### config.mk
export PLATFORM = sky130hd
export DESIGN_NAME = seed_out_collector_flat
export DESIGN_NICKNAME = d
export VERILOG_FILES = /design/src/rtl/seed_out_collector_if.sv /design/src/rtl/seed_out_collector.sv /design/src/flat_wrapper.sv
export SDC_FILE = /design/constraint.sdc
export NUM_CORES = 1
export LEC_CHECK = 0
export CORE_UTILIZATION = 24
export CTS_BUF_LIST = sky130_fd_sc_hd__clkbuf_8
export CTS_CLUSTER_SIZE = 40
export DETAILED_ROUTE_END_ITERATION = 10
export HOLD_SLACK_MARGIN = 0.05
export MAX_ROUTING_LAYER = met4
export RECOVER_POWER = 50
export SYNTH_ARGS = -nofsm -noshare
export SYNTH_HDL_FRONTEND = slang
export SYNTH_SLANG_ARGS = --single-unit
### constraint.sdc
create_clock -name clk -period 3.6 [get_ports clk]
set_input_delay 0.9 -clock clk [delete_from_list [all_inputs] [get_ports clk]]
set_output_delay 0.9 -clock clk [all_outputs]
set_load 0.01 [all_outputs]
### src/rtl/seed_out_collector_if.sv
// Output stream of the SEED collector: head-of-FIFO block with valid/ready handshake.
interface seed_out_collector_if #(
  parameter int unsigned BLOCK_W = 128
);
  logic [BLOCK_W-1:0] ciphertext;
  logic               out_valid;
  logic               out_ready;

  modport master (
    output ciphertext,
    output out_valid,
    input  out_ready
  );

  modport slave (
    input  ciphertext,
    input  out_valid,
    output out_ready
  );
endinterface

### src/rtl/seed_out_collector.sv
// SEED output stage: captures final-round L/R halves into a FIFO and streams them out.
// Define SEED_OUT_FINAL_SWAP_EN to store {R,L} (reference ordering) instead of legacy {L,R}.
module seed_out_collector #(
  parameter int unsigned BLOCK_W    = 128,
  parameter int unsigned ROUND_W    = 4,
  parameter int unsigned LAST_ROUND = 15,
  parameter int unsigned DEPTH      = 4,
  parameter int unsigned CNT_W      = 16
) (
  input  logic                     clk,
  input  logic                     reset_n,
  input  logic                     clk_en,
  input  logic                     round_valid,
  input  logic [ROUND_W-1:0]       Rounds,
  input  logic [BLOCK_W/2-1:0]     L,
  input  logic [BLOCK_W/2-1:0]     R,
  input  logic                     flush,
  seed_out_collector_if.master     out_if,
  output logic [$clog2(DEPTH):0]   level,
  output logic                     overflow,
  output logic [CNT_W-1:0]         blocks_done
);

  localparam int unsigned AW    = $clog2(DEPTH);
  localparam int unsigned PTR_W = AW + 1;

  typedef enum logic [1:0] {StEmpty, StPartial, StFull} state_e;

  logic [1:0]         rst_sync_q;
  logic               rst_int_n;
  logic [PTR_W-1:0]   wr_ptr_q, wr_ptr_d;
  logic [PTR_W-1:0]   rd_ptr_q, rd_ptr_d;
  logic               overflow_q, overflow_d;
  logic [CNT_W-1:0]   cnt_q, cnt_d;
  state_e             state_q, state_d;
  logic [BLOCK_W-1:0] mem_q [DEPTH];
  logic [BLOCK_W-1:0] blk_in;
  logic [PTR_W-1:0]   fill;
  logic               capture, full, empty, pop, push, drop;

  // Assert asynchronously, release two edges later so all state leaves reset together.
  always_ff @(posedge clk or negedge reset_n) begin
    if (!reset_n) rst_sync_q <= 2'b00;
    else          rst_sync_q <= {rst_sync_q[0], 1'b1};
  end
  assign rst_int_n = rst_sync_q[1];

`ifdef SEED_OUT_FINAL_SWAP_EN
  assign blk_in = {R, L};
`else
  assign blk_in = {L, R};
`endif

  assign capture = clk_en && round_valid && (Rounds == ROUND_W'(LAST_ROUND));
  assign fill    = wr_ptr_q - rd_ptr_q;
  assign empty   = (wr_ptr_q == rd_ptr_q);
  assign full    = (wr_ptr_q[AW] != rd_ptr_q[AW]) && (wr_ptr_q[AW-1:0] == rd_ptr_q[AW-1:0]);
  assign pop     = !empty && out_if.out_ready;
  assign push    = !flush && capture && (!full || pop);
  assign drop    = !flush && capture && full && !pop;

  always_comb begin
    wr_ptr_d   = wr_ptr_q;
    rd_ptr_d   = rd_ptr_q;
    overflow_d = overflow_q;
    cnt_d      = cnt_q;
    if (flush) begin
      wr_ptr_d   = '0;
      rd_ptr_d   = '0;
      overflow_d = 1'b0;
    end else begin
      if (pop)  rd_ptr_d = rd_ptr_q + PTR_W'(1);
      if (push) begin
        wr_ptr_d = wr_ptr_q + PTR_W'(1);
        cnt_d    = cnt_q + CNT_W'(1);
      end
      if (drop) overflow_d = 1'b1;
    end
  end

  always_comb begin
    state_d = state_q;
    if (flush) begin
      state_d = StEmpty;
    end else begin
      unique case (state_q)
        StEmpty:   if (push) state_d = StPartial;
        StPartial: begin
          if (push && !pop && fill == PTR_W'(DEPTH - 1))  state_d = StFull;
          else if (pop && !push && fill == PTR_W'(1))     state_d = StEmpty;
        end
        StFull:    if (pop && !push) state_d = StPartial;
        default:   state_d = StEmpty;
      endcase
    end
  end

  always_ff @(posedge clk or negedge rst_int_n) begin
    if (!rst_int_n) begin
      wr_ptr_q   <= '0;
      rd_ptr_q   <= '0;
      overflow_q <= 1'b0;
      cnt_q      <= '0;
      state_q    <= StEmpty;
    end else begin
      wr_ptr_q   <= wr_ptr_d;
      rd_ptr_q   <= rd_ptr_d;
      overflow_q <= overflow_d;
      cnt_q      <= cnt_d;
      state_q    <= state_d;
    end
  end

  // Storage is not reset; the pointers alone define what is valid.
  always_ff @(posedge clk) begin
    if (push) mem_q[wr_ptr_q[AW-1:0]] <= blk_in;
  end

  assign out_if.out_valid  = (state_q != StEmpty);
  assign out_if.ciphertext = empty ? '0 : mem_q[rd_ptr_q[AW-1:0]];
  assign level             = fill;
  assign overflow          = overflow_q;
  assign blocks_done       = cnt_q;

endmodule
### src/flat_wrapper.sv
// flat-port wrapper written by rule: the top's interface ports become plain ports
module seed_out_collector_flat 
#(
  parameter int unsigned BLOCK_W    = 128,
  parameter int unsigned ROUND_W    = 4,
  parameter int unsigned LAST_ROUND = 15,
  parameter int unsigned DEPTH      = 4,
  parameter int unsigned CNT_W      = 16
)
  (clk, reset_n, clk_en, round_valid, Rounds, L, R, flush, level, overflow, blocks_done, out_if_ciphertext, out_if_out_valid, out_if_out_ready);
  seed_out_collector_if #(.BLOCK_W(BLOCK_W)) out_if_i ();
  input  logic clk;
  input  logic reset_n;
  input  logic clk_en;
  input  logic round_valid;
  input  logic [ROUND_W-1:0] Rounds;
  input  logic [BLOCK_W/2-1:0] L;
  input  logic [BLOCK_W/2-1:0] R;
  input  logic flush;
  output logic [$clog2(DEPTH):0] level;
  output logic overflow;
  output logic [CNT_W-1:0] blocks_done;
  output wire logic [$bits(out_if_i.ciphertext)-1:0] out_if_ciphertext;
  output wire logic [$bits(out_if_i.out_valid)-1:0] out_if_out_valid;
  input wire logic [$bits(out_if_i.out_ready)-1:0] out_if_out_ready;
  assign out_if_ciphertext = out_if_i.ciphertext;
  assign out_if_out_valid = out_if_i.out_valid;
  assign out_if_i.out_ready = out_if_out_ready;
  seed_out_collector #(.BLOCK_W(BLOCK_W), .ROUND_W(ROUND_W), .LAST_ROUND(LAST_ROUND), .DEPTH(DEPTH), .CNT_W(CNT_W)) u_core (.clk(clk), .reset_n(reset_n), .clk_en(clk_en), .round_valid(round_valid), .Rounds(Rounds), .L(L), .R(R), .flush(flush), .out_if(out_if_i), .level(level), .overflow(overflow), .blocks_done(blocks_done));
endmodule
=== After elaboration in Yosys (flattened, before gate mapping) ===
Memories as Yosys holds them, arrays and structs flattened.
Index checks and enable logic that the tools add are counted.

* Add/subtract/negate cells: 4
* Eq/ne operators: 11
* Reductions and logical operators: 25
* Mux-type cells: 15
* Bitwise operators: 1

{| class="wikitable"
|+ Operator list
! operator !! count
|-
| $mux 128 || 1
|-
| $add 16x1->16 const B || 1
|-
| $logic_and 1x1->1 || 12
|-
| $mux 3 || 4
|-
| $mux 2 || 5
|-
| $reduce_bool 2->1 || 4
|-
| $add 3x1->3 const B || 2
|-
| $ne 3x2->1 const B || 2
|-
| $pmux 2 s3 || 1
|-
| $logic_not 1->1 || 5
|-
| $eq 4x4->1 const B || 1
|-
| $mux 1 || 4
|-
| $ne 4x2->1 const B || 1
|-
| $eq 3x1->1 const B || 1
|-
| $eq 3x2->1 const B || 1
|-
| $eq 3x3->1 || 1
|-
| $reduce_and 3->1 || 1
|-
| $sub 3x3->3 || 1
|-
| $eq 2x1->1 const B || 1
|-
| $eq 2x2->1 || 1
|-
| $eq 2x2->1 const B || 1
|-
| $logic_not 2->1 || 1
|-
| $reduce_and 2->1 || 1
|-
| $logic_or 1x1->1 || 1
|-
| 2 further kinds || 2
|}

* Output and inout bits: 149
* Word-level logic and storage cells: 63
* Memories kept: 1
* Register bits after elaboration: 27
* Input port bits: 138
* Bits in writable memories: 512

{| class="wikitable"
|+ Memory list
! memory !! depth !! bits a word !! rd ports !! clocked after Yosys merged registers in !! write ports !! RTL line !! source
|-
| u_core.mem_q || 4 || 128 || 1 || 0 || 1 || seed_out_collector.sv:36 || <nowiki>logic [BLOCK_W-1:0] mem_q [DEPTH];</nowiki>
|}

=== Longest topological paths before layout ===
Gate-level depths: netlist of run 1.

* Word-level depth: 12
* Depth in mapped cells: 9
* Gate-level depth less buffers: 7

=== Least setup slack after synthesis of run 1 ===
Ideal clock, no wire load.

* Path type: flip-flop to flip-flop
* Start point: register u_core.rd_ptr_q[1]
* End point: memory u_core.mem_q[3][0], enable pin
* Period minus slack after synthesis: 7.817 ns
* Path buffers: 3
* Cell stages (with the launch flop): 9
* Data required time: 2.984 ns
* Setup time: 0.616 ns
* Path slack: -4.217 ns
* Arrival time: 7.200 ns
* Cells stage by stage: dfrtp_1 clkbuf_1 clkbuf_1 inv_1 ha_1 nand2_1 o311ai_2 buf_2 nor2_1

* Longest elaborated chain between the ends: 7
* Elaborated cells on any way between the ends: 10
* Classes of those cells: 2 x eq/ne; 2 x mux; 6 x reduce/logical

{| class="wikitable"
|+ Ends and longest elaborated chain
! item !! RTL line !! source
|-
| start, declared || seed_out_collector.sv:32 || <nowiki>logic [PTR_W-1:0] rd_ptr_q, rd_ptr_d;</nowiki>
|-
| start signal, assigned || seed_out_collector.sv:107 || <nowiki>rd_ptr_q <= rd_ptr_d;</nowiki>
|-
| $eq 3x3->1 or $eq 2x2->1 (tied branches) || seed_out_collector.sv:56, seed_out_collector.sv:57 ||
|-
| $logic_not 1->1 or $logic_and 1x1->1 (tied branches) || seed_out_collector.sv:58, seed_out_collector.sv:57 ||
|-
| $logic_and 1x1->1 or $logic_not 1->1 (tied branches) || seed_out_collector.sv:58, seed_out_collector.sv:59 ||
|-
| $logic_or 1x1->1 * || seed_out_collector.sv:59 || <nowiki>assign push = !flush && capture && (!full || pop);</nowiki>
|-
| $logic_and 1x1->1 * || seed_out_collector.sv:59 ||
|-
| $mux 1 * || seed_out_collector.sv:116 || <nowiki>if (push) mem_q[wr_ptr_q[AW-1:0]] <= blk_in;</nowiki>
|-
| $mux 1 (implied by the code) * || seed_out_collector.sv:116 ||
|-
| end, declared || seed_out_collector.sv:36 ||
|}

Mark *: on every way between the ends. The rest lies on a longest branch, timed or not.

=== Final worst setup path of run 1 ===
* Start point: register u_core.rd_ptr_q[0]
* End point: output port out_if_ciphertext[5]

* Longest elaborated chain between the ends: 2
* Elaborated cells on any way between the ends: 3
* Classes of those cells: 1 x eq/ne; 1 x mux; 1 x memory

{| class="wikitable"
|+ Ends and longest elaborated chain
! item !! RTL line !! source
|-
| $mem_v2 4x128 or $eq 3x3->1 (tied branches) || n/a ||
|-
| $mux 128 * || seed_out_collector.sv:120 || <nowiki>assign out_if.ciphertext = empty ? '0 : mem_q[rd_ptr_q[AW-1:0]];</nowiki>
|-
| end, declared || flat_wrapper.sv:23 || <nowiki>output wire logic [$bits(out_if_i.ciphertext)-1:0] out_if_ciphertext;</nowiki>
|}

Marked as above.

==> run_results.csv, run 1 <==
group,metric,value,unit
setup_path,crit_top_cell,"buf_6",
setup_path,cp.required,2.70,ns
yosys,avgSynthCellArea,21.8,um2
detailed_routing,ant_nets,0,
layout,layout.nets,1575,
clocking,cts_inserted_buffers,96,
setup_path,r2r_slack,0.24,ns
global_routing,gr-usage-all-layers,13.5,%
clocking,clock_latency,0.71,ns
global_routing,grt_pass1_wl,81100,um
setup_path,crit_fanout,6,
setup_path,crit_arrival,2.65,ns
clocking,cts_tree,"done",
sta,slew_violations,0,
yosys,ys_ff_latch,539,
detailed_routing,wl_per_cell,21.5,um
setup_path,endpoint_kind,"primary output",
layout,regArea,16100,um2
power,finalPower,12.7,mW
yosys,async_reset_ff_share,5.01,%
layout,final_util,33.6,%
layout,area_growth,38.5,%
detailed_routing,drc,0,
detailed_routing,drt_iter0_markers,537,
sta,fin_crit,3.55,ns
detailed_routing,routed_wl,57500,um
power,leakage,9.71,nW
floorplan,die_area,87500,um2
sta,rsz0062_at_grt,"yes",
yosys,synth_nets,1095,
yosys,synth_ff_type,"edfxtp_1",
layout,drive_gt1_share,34.7,%
power,peakVddDrop,281,uV
global_routing,grt_overflow_total,0,
sta,skew,0.0491,ns
floorplan,start_util,24.3,%
clocking,root_buffer,"clkbuf_8",
floorplan,dieWidth,296,um
yosys,synth_cells,948,
detailed_routing,drtPass1Iterations,5,
place,dp_hpwl,28700,um
sta,slew_headroom,11.9,%
floorplan,core,85300,um2
clocking,cts.clk_slew.worst_paths,0.06,ns
setup_path,worstPathCellList,"buf_6 -> buf_12 -> buf_16 -> buf_12 -> buf_6 -> mux4_2 -> nor2b_4 -> buf_6",
setup_path,start_kind,"flip-flop",
clocking,clockBufferDepth,3,
clocking,htreeDepth,3,
sta,tns,0,ns
sta,timing.final.crit_share,98.6,%
sta,tightest_slew,1.32,ns
global_routing,grt_max_degree,44,
flow_run,max-cap-violations,0,
outcome,outcome,"finished clean",
sta,setup_viol,0,
setup_path,critPathMaxStageDelay,0.56,ns
layout,fillers,8113,
floorplan,die_h,296,um
detailed_routing,vias_per_cell,4.13,
yosys,synth_cell_types,46,
yosys,synthesis.area,20700,um2
global_routing,grt_pass1_vias,11820,
global_routing,antenna_found_initial,29,
power,power.density,443,nW/um2
setup_path,setup.worst_path.class,"flip-flop to primary output",
layout,multi_input_area,4640,um2
place,place.gp.congestion,0.704,
floorplan,io_pins,287,
place,portBuffers,286,
yosys,seq_area_frac_synth,77.5,%
sta,hold_viol_final,0,
setup_path,crit_slowest_cell,"dfrtp_4",
sta,fmax,0.282,GHz
yosys,yosys_warnings,0,
clocking,ctsHoldBuffers,0,
hold_path,min_path_type,"flip-flop to flip-flop",
clocking,clock-sinks,539,
detailed_routing,routed-via-count,11047,
yosys,synth_edf_count,512,
floorplan,rows,107,
## registers in the layout, indices dropped and copies added (netlist names)
name / count
u_core.overflow: 1
u_core.state_q: 2
u_core.wr_ptr_q: 3
u_core.rst_sync_q: 2
u_core.blocks_done: 16
u_core.mem_q: 512
u_core.rd_ptr_q: 3
## cell type report
type | count | area share, %
Sequential cell | 539 | 56.0
Timing Repair Buffer | 429 | 16.4
Multi-Input combinational cell | 356 | 16.2
Tap cell | 1144 | 4.99
Clock buffer | 96 | 4.61
Clock inverter | 77 | 1.54
Antenna cell | 26 | 0.227
Inverter | 6 | 0.0785
## path summary, 6_finish.rpt
kind	cells after the start	from	to
max	8	u_core.rd_ptr_q[0]	out_if_ciphertext[5]
min	0	u_core.rst_sync_q[0]	u_core.rst_sync_q[1]
max reg2reg	7	u_core.rd_ptr_q[0]	u_core.mem_q[2][60]
min reg2reg	0	u_core.rst_sync_q[0]	u_core.rst_sync_q[1]
max in group asynchronous	0	u_core.rst_sync_q[1]	u_core.rd_ptr_q[0]
min in group asynchronous	1	reset_n	u_core.rst_sync_q[0]
## critical path: cells and delay by family, from the launching register on
family	cells	cell delay (ns)
buffers and inverters	6	0.79
DFF	1	0.56
muxes	1	0.43
and+or+nand+nor	1	0.15
## cells in the mapped netlist (2+ instances only)
master	number	share of area, %
nand3_1	7	0.17
edfxtp_1	512	74
o211ai_1	2	0.072
nor2b_1	128	3.9
inv_1	6	0.11
ha_1	8	0.48
nand4_1	4	0.12
and4_1	2	0.085
xor2_1	10	0.42
a21oi_1	2	0.048
nor2_1	8	0.14
clkbuf_1	23	0.42
and2_1	4	0.12
and3_1	3	0.091
xnor2_1	9	0.38
buf_1	9	0.16
nand2_1	11	0.20
nor3_1	7	0.17
dfrtp_1	27	3.3
buf_2	13	0.31
mux4_2	128	14
## cell families (layout without fill, tap and decap cells)
group                      count (synthesis)  count (layout)  share of synthesized area [%]
adders and majority gates                  9               9                          0.580
AOI/OAI and AO/OA                         12              12                          0.507
xor gates and xnor gates                  20              20                          0.918
buffers and inverters                     53             608                           1.09
and+or+nand+nor                          184             184                           5.36
muxes                                    130             130                           14.0
other                                      1              27                         0.0181
DFF                                      539             539                           77.5
## layout by cell type (no fill, tap or decap), types with 26 or more instances in the layout
| cell type | instances |
|---|---|
| buf_12 | 36 |
| buf_16 | 26 |
| buf_2 | 67 |
| buf_4 | 39 |
| buf_6 | 36 |
| clkbuf_8 | 96 |
| clkdlybuf4s15_1 | 29 |
| clkdlybuf4s50_1 | 27 |
| diode_2 | 26 |
| dlygate4sd3_1 | 129 |
| edfxtp_1 | 512 |
| inv_1 | 31 |
| mux4_2 | 128 |
| nor2b_1 | 101 |
## layer usage
layer,GRT usage (%),routed length (um)
met1,16.5,24200
met2,20.7,27400
met3,4.46,4570
met4,4.89,1320
met5,-,0
## through the flow
stage	setup WS [ns]	hold WS (ns)	area (um2)	std cells
2_1_floorplan	-0.154	0.321	20800	948
3_3_place_gp	0.436	0.341	25300	2358
3_5_place_dp	0.394	0.352	25300	2358
4_1_cts	-0.155	0.249	28400	2632
5_1_grt	-0.0663	0.362	28700	2671
6_report	0.0493	0.368	28700	2673
## power by group
group,internal (mW),switching (mW)
Clock,2.72,2.55
Combinational,0.307,0.240
Sequential,6.88,0.0158
Total,9.91,2.81
## repair_timing
action,4_1_cts,5_1_grt
pin swaps,2,2
gates resized for setup,475,65
cloned,22,1
setup buffers,81,21
setup endpoints to repair,130,65
Power figures use the tool's default switching activity.
==> run 2: changes to the inputs <==
Settings changed: HOLD_SLACK_MARGIN 0.05 to default, SLEW_MARGIN from default to 40.
==> run 2 against run 1 <==
Utilization decreased by 0.33 points; global-route usage decreased by 0.16 points; register-to-register slack got worse by 0.02 ns; final cell count decreased by 0.52%; first-iteration DRC count increased by 9.9%; fmax decreased by 0.46%; combinational power decreased by 3%; critical path type unchanged; flip-flop and latch count unchanged; setup slack got worse by 0.017 ns; highest routed layer unchanged; sequential power about the same.
==> run_results.csv, run 2 (synthesized netlist as in run 1, its figures left out) <==
group,metric,value,unit
outcome,outcome,"finished clean",
sta,slew_violations,0,
floorplan,die_area,87500,um2
flow_run,max-cap-violations,0,
global_routing,grt_max_degree,44,
clocking,clockBufferDepth,3,
global_routing,grt_pass1_vias,11654,
floorplan,start_util,24.3,%
detailed_routing,met2WireLength,27900,um
place,portBuffers,286,
floorplan,rows,107,
hold_path,min_path_type,"flip-flop to flip-flop",
setup_path,critPathMaxStageDelay,0.55,ns
clocking,root_buffer,"clkbuf_8",
global_routing,gr-usage-all-layers,13.3,%
sta,skew,0.0519,ns
place,place.gp.congestion,0.704,
layout,largest_reg_flops,512,
clocking,cts.clk_slew.worst_paths,0.06,ns
detailed_routing,ant_nets,0,
setup_path,r2r_slack,0.22,ns
sta,worst_hold_slack,0.364,ns
layout,layout_common_cells,"edfxtp_1, dlygate4sd3_1, mux4_2, nor2b_1, clkbuf_8",
sta,slew_headroom,8.88,%
detailed_routing,wl_met3,4400,um
clocking,cts_tree,"done",
sta,timing.final.crit_share,99.1,%
sta,fin_crit,3.57,ns
floorplan,die_h,296,um
clocking,htreeDepth,3,
power,peakVddDrop,255,uV
global_routing,antenna_found_initial,27,
layout,mostFrequentLayoutCell,"edfxtp_1",
setup_path,crit_arrival,2.67,ns
clocking,cts_inserted_buffers,96,
detailed_routing,topRoutingLayerUsed,"met4",
detailed_routing,drt-met1-wl,24500,um
setup_path,endpoint_kind,"primary output",
sta,setup_ws,0.0328,ns
power,leakage,9.59,nW
clocking,clock-sinks,539,
sta,hold_viol_final,0,
layout,area_growth,37.1,%
setup_path,start_kind,"flip-flop",
layout,layout.nets,1560,
detailed_routing,wl_per_cell,21.8,um
detailed_routing,vias_per_cell,4.15,
setup_path,cp.required,2.70,ns
power,power.density,446,nW/um2
power,finalPower,12.7,mW
setup_path,setup.worst_path.class,"flip-flop to primary output",
detailed_routing,drtPass1Iterations,5,
floorplan,io_pins,287,
floorplan,core,85300,um2
clocking,clock_latency,0.70,ns
sta,rsz0062_at_grt,"yes",
clocking,ctsHoldBuffers,0,
setup_path,crit_slowest_cell,"dfrtp_4",
detailed_routing,drc,0,
layout,final_util,33.3,%
layout,drive_gt1_share,32.6,%
setup_path,crit_fanout,6,
detailed_routing,routed_wl,57900,um
setup_path,crit_top_cell,"buf_12",
place,dp_hpwl,28700,um
place,place_ws,0.394,ns
sta,tightest_slew,1.36,ns
global_routing,grt_pass1_wl,80200,um
detailed_routing,routed-via-count,11032,
floorplan,dieWidth,296,um
global_routing,grt_overflow_total,0,
setup_path,worstPathCellList,"buf_6 -> buf_12 -> buf_16 -> buf_12 -> buf_4 -> mux4_2 -> nor2b_1 -> clkbuf_2",
sta,fmax,0.280,GHz
detailed_routing,drt_iter0_markers,590,
sta,setup_viol,0,
[run 2: repair_timing]
item,in CTS,in global routing
cloned,21,4
endpoints found under the setup margin,130,105
setup buffers,50,33
resized for setup,246,179
pin swaps,3,3
[run 2: path summary, 6_finish.rpt]
check | from | cells past startpoint | to
max | u_core.rd_ptr_q[0] | 8 | out_if_ciphertext[5]
min | u_core.rst_sync_q[0] | 0 | u_core.rst_sync_q[1]
max reg2reg | u_core.rd_ptr_q[0] | 6 | u_core.mem_q[2][43]
min reg2reg | u_core.rst_sync_q[0] | 0 | u_core.rst_sync_q[1]
max in group asynchronous | u_core.rst_sync_q[1] | 0 | u_core.rd_ptr_q[0]
min in group asynchronous | reset_n | 1 | u_core.rst_sync_q[0]
[run 2: worst max-delay path, delay by kind of cell, from the launching register on]
family | cells | cell delay, ns
muxes | 1 | 0.41
DFF | 1 | 0.55
and+or+nand+nor | 1 | 0.16
buffers and inverters | 6 | 0.83
[run 2: through the flow]
| step | std cells | instance area [um2] | TNS [ns] |
|---|---|---|---|
| 6_report | 2659 | 28400 | 0 |
| 3_5_place_dp | 2358 | 25300 | 0 |
| 2_1_floorplan | 948 | 20800 | -75.04 |
| 3_3_place_gp | 2358 | 25300 | 0 |
| 4_1_cts | 2603 | 28200 | -8.01 |
| 5_1_grt | 2657 | 28400 | -0.556 |
[run 2: layout make-up]
cell class | instances | area [um2]
Fill cell | 8162 | 56900
Sequential cell | 539 | 16100
Multi-Input combinational cell | 356 | 4540
Timing Repair Buffer | 414 | 4520
Tap cell | 1144 | 1430
Clock buffer | 99 | 1360
Clock inverter | 76 | 407
Antenna cell | 25 | 62.6
Inverter | 6 | 22.5
[run 2: power breakdown]
| group | leakage [nW] | switching [mW] | internal [mW] |
|---|---|---|---|
| clock | 0.989 | 2.54 | 2.71 |
| combinational | 3.63 | 0.237 | 0.297 |
| sequential | 4.97 | 0.0157 | 6.88 |
| total | 9.59 | 2.79 | 9.88 |
[run 2: routing by layer]
| layer | global-route usage [%] | vias to the layer above |
|---|---|---|
| met2 | 20.6 | 397 |
| li1 | - | 4839 |
| met1 | 16.4 | 5704 |
| met3 | 4.27 | 92 |
| met5 | - | - |
| met4 | 4.68 | 0 |
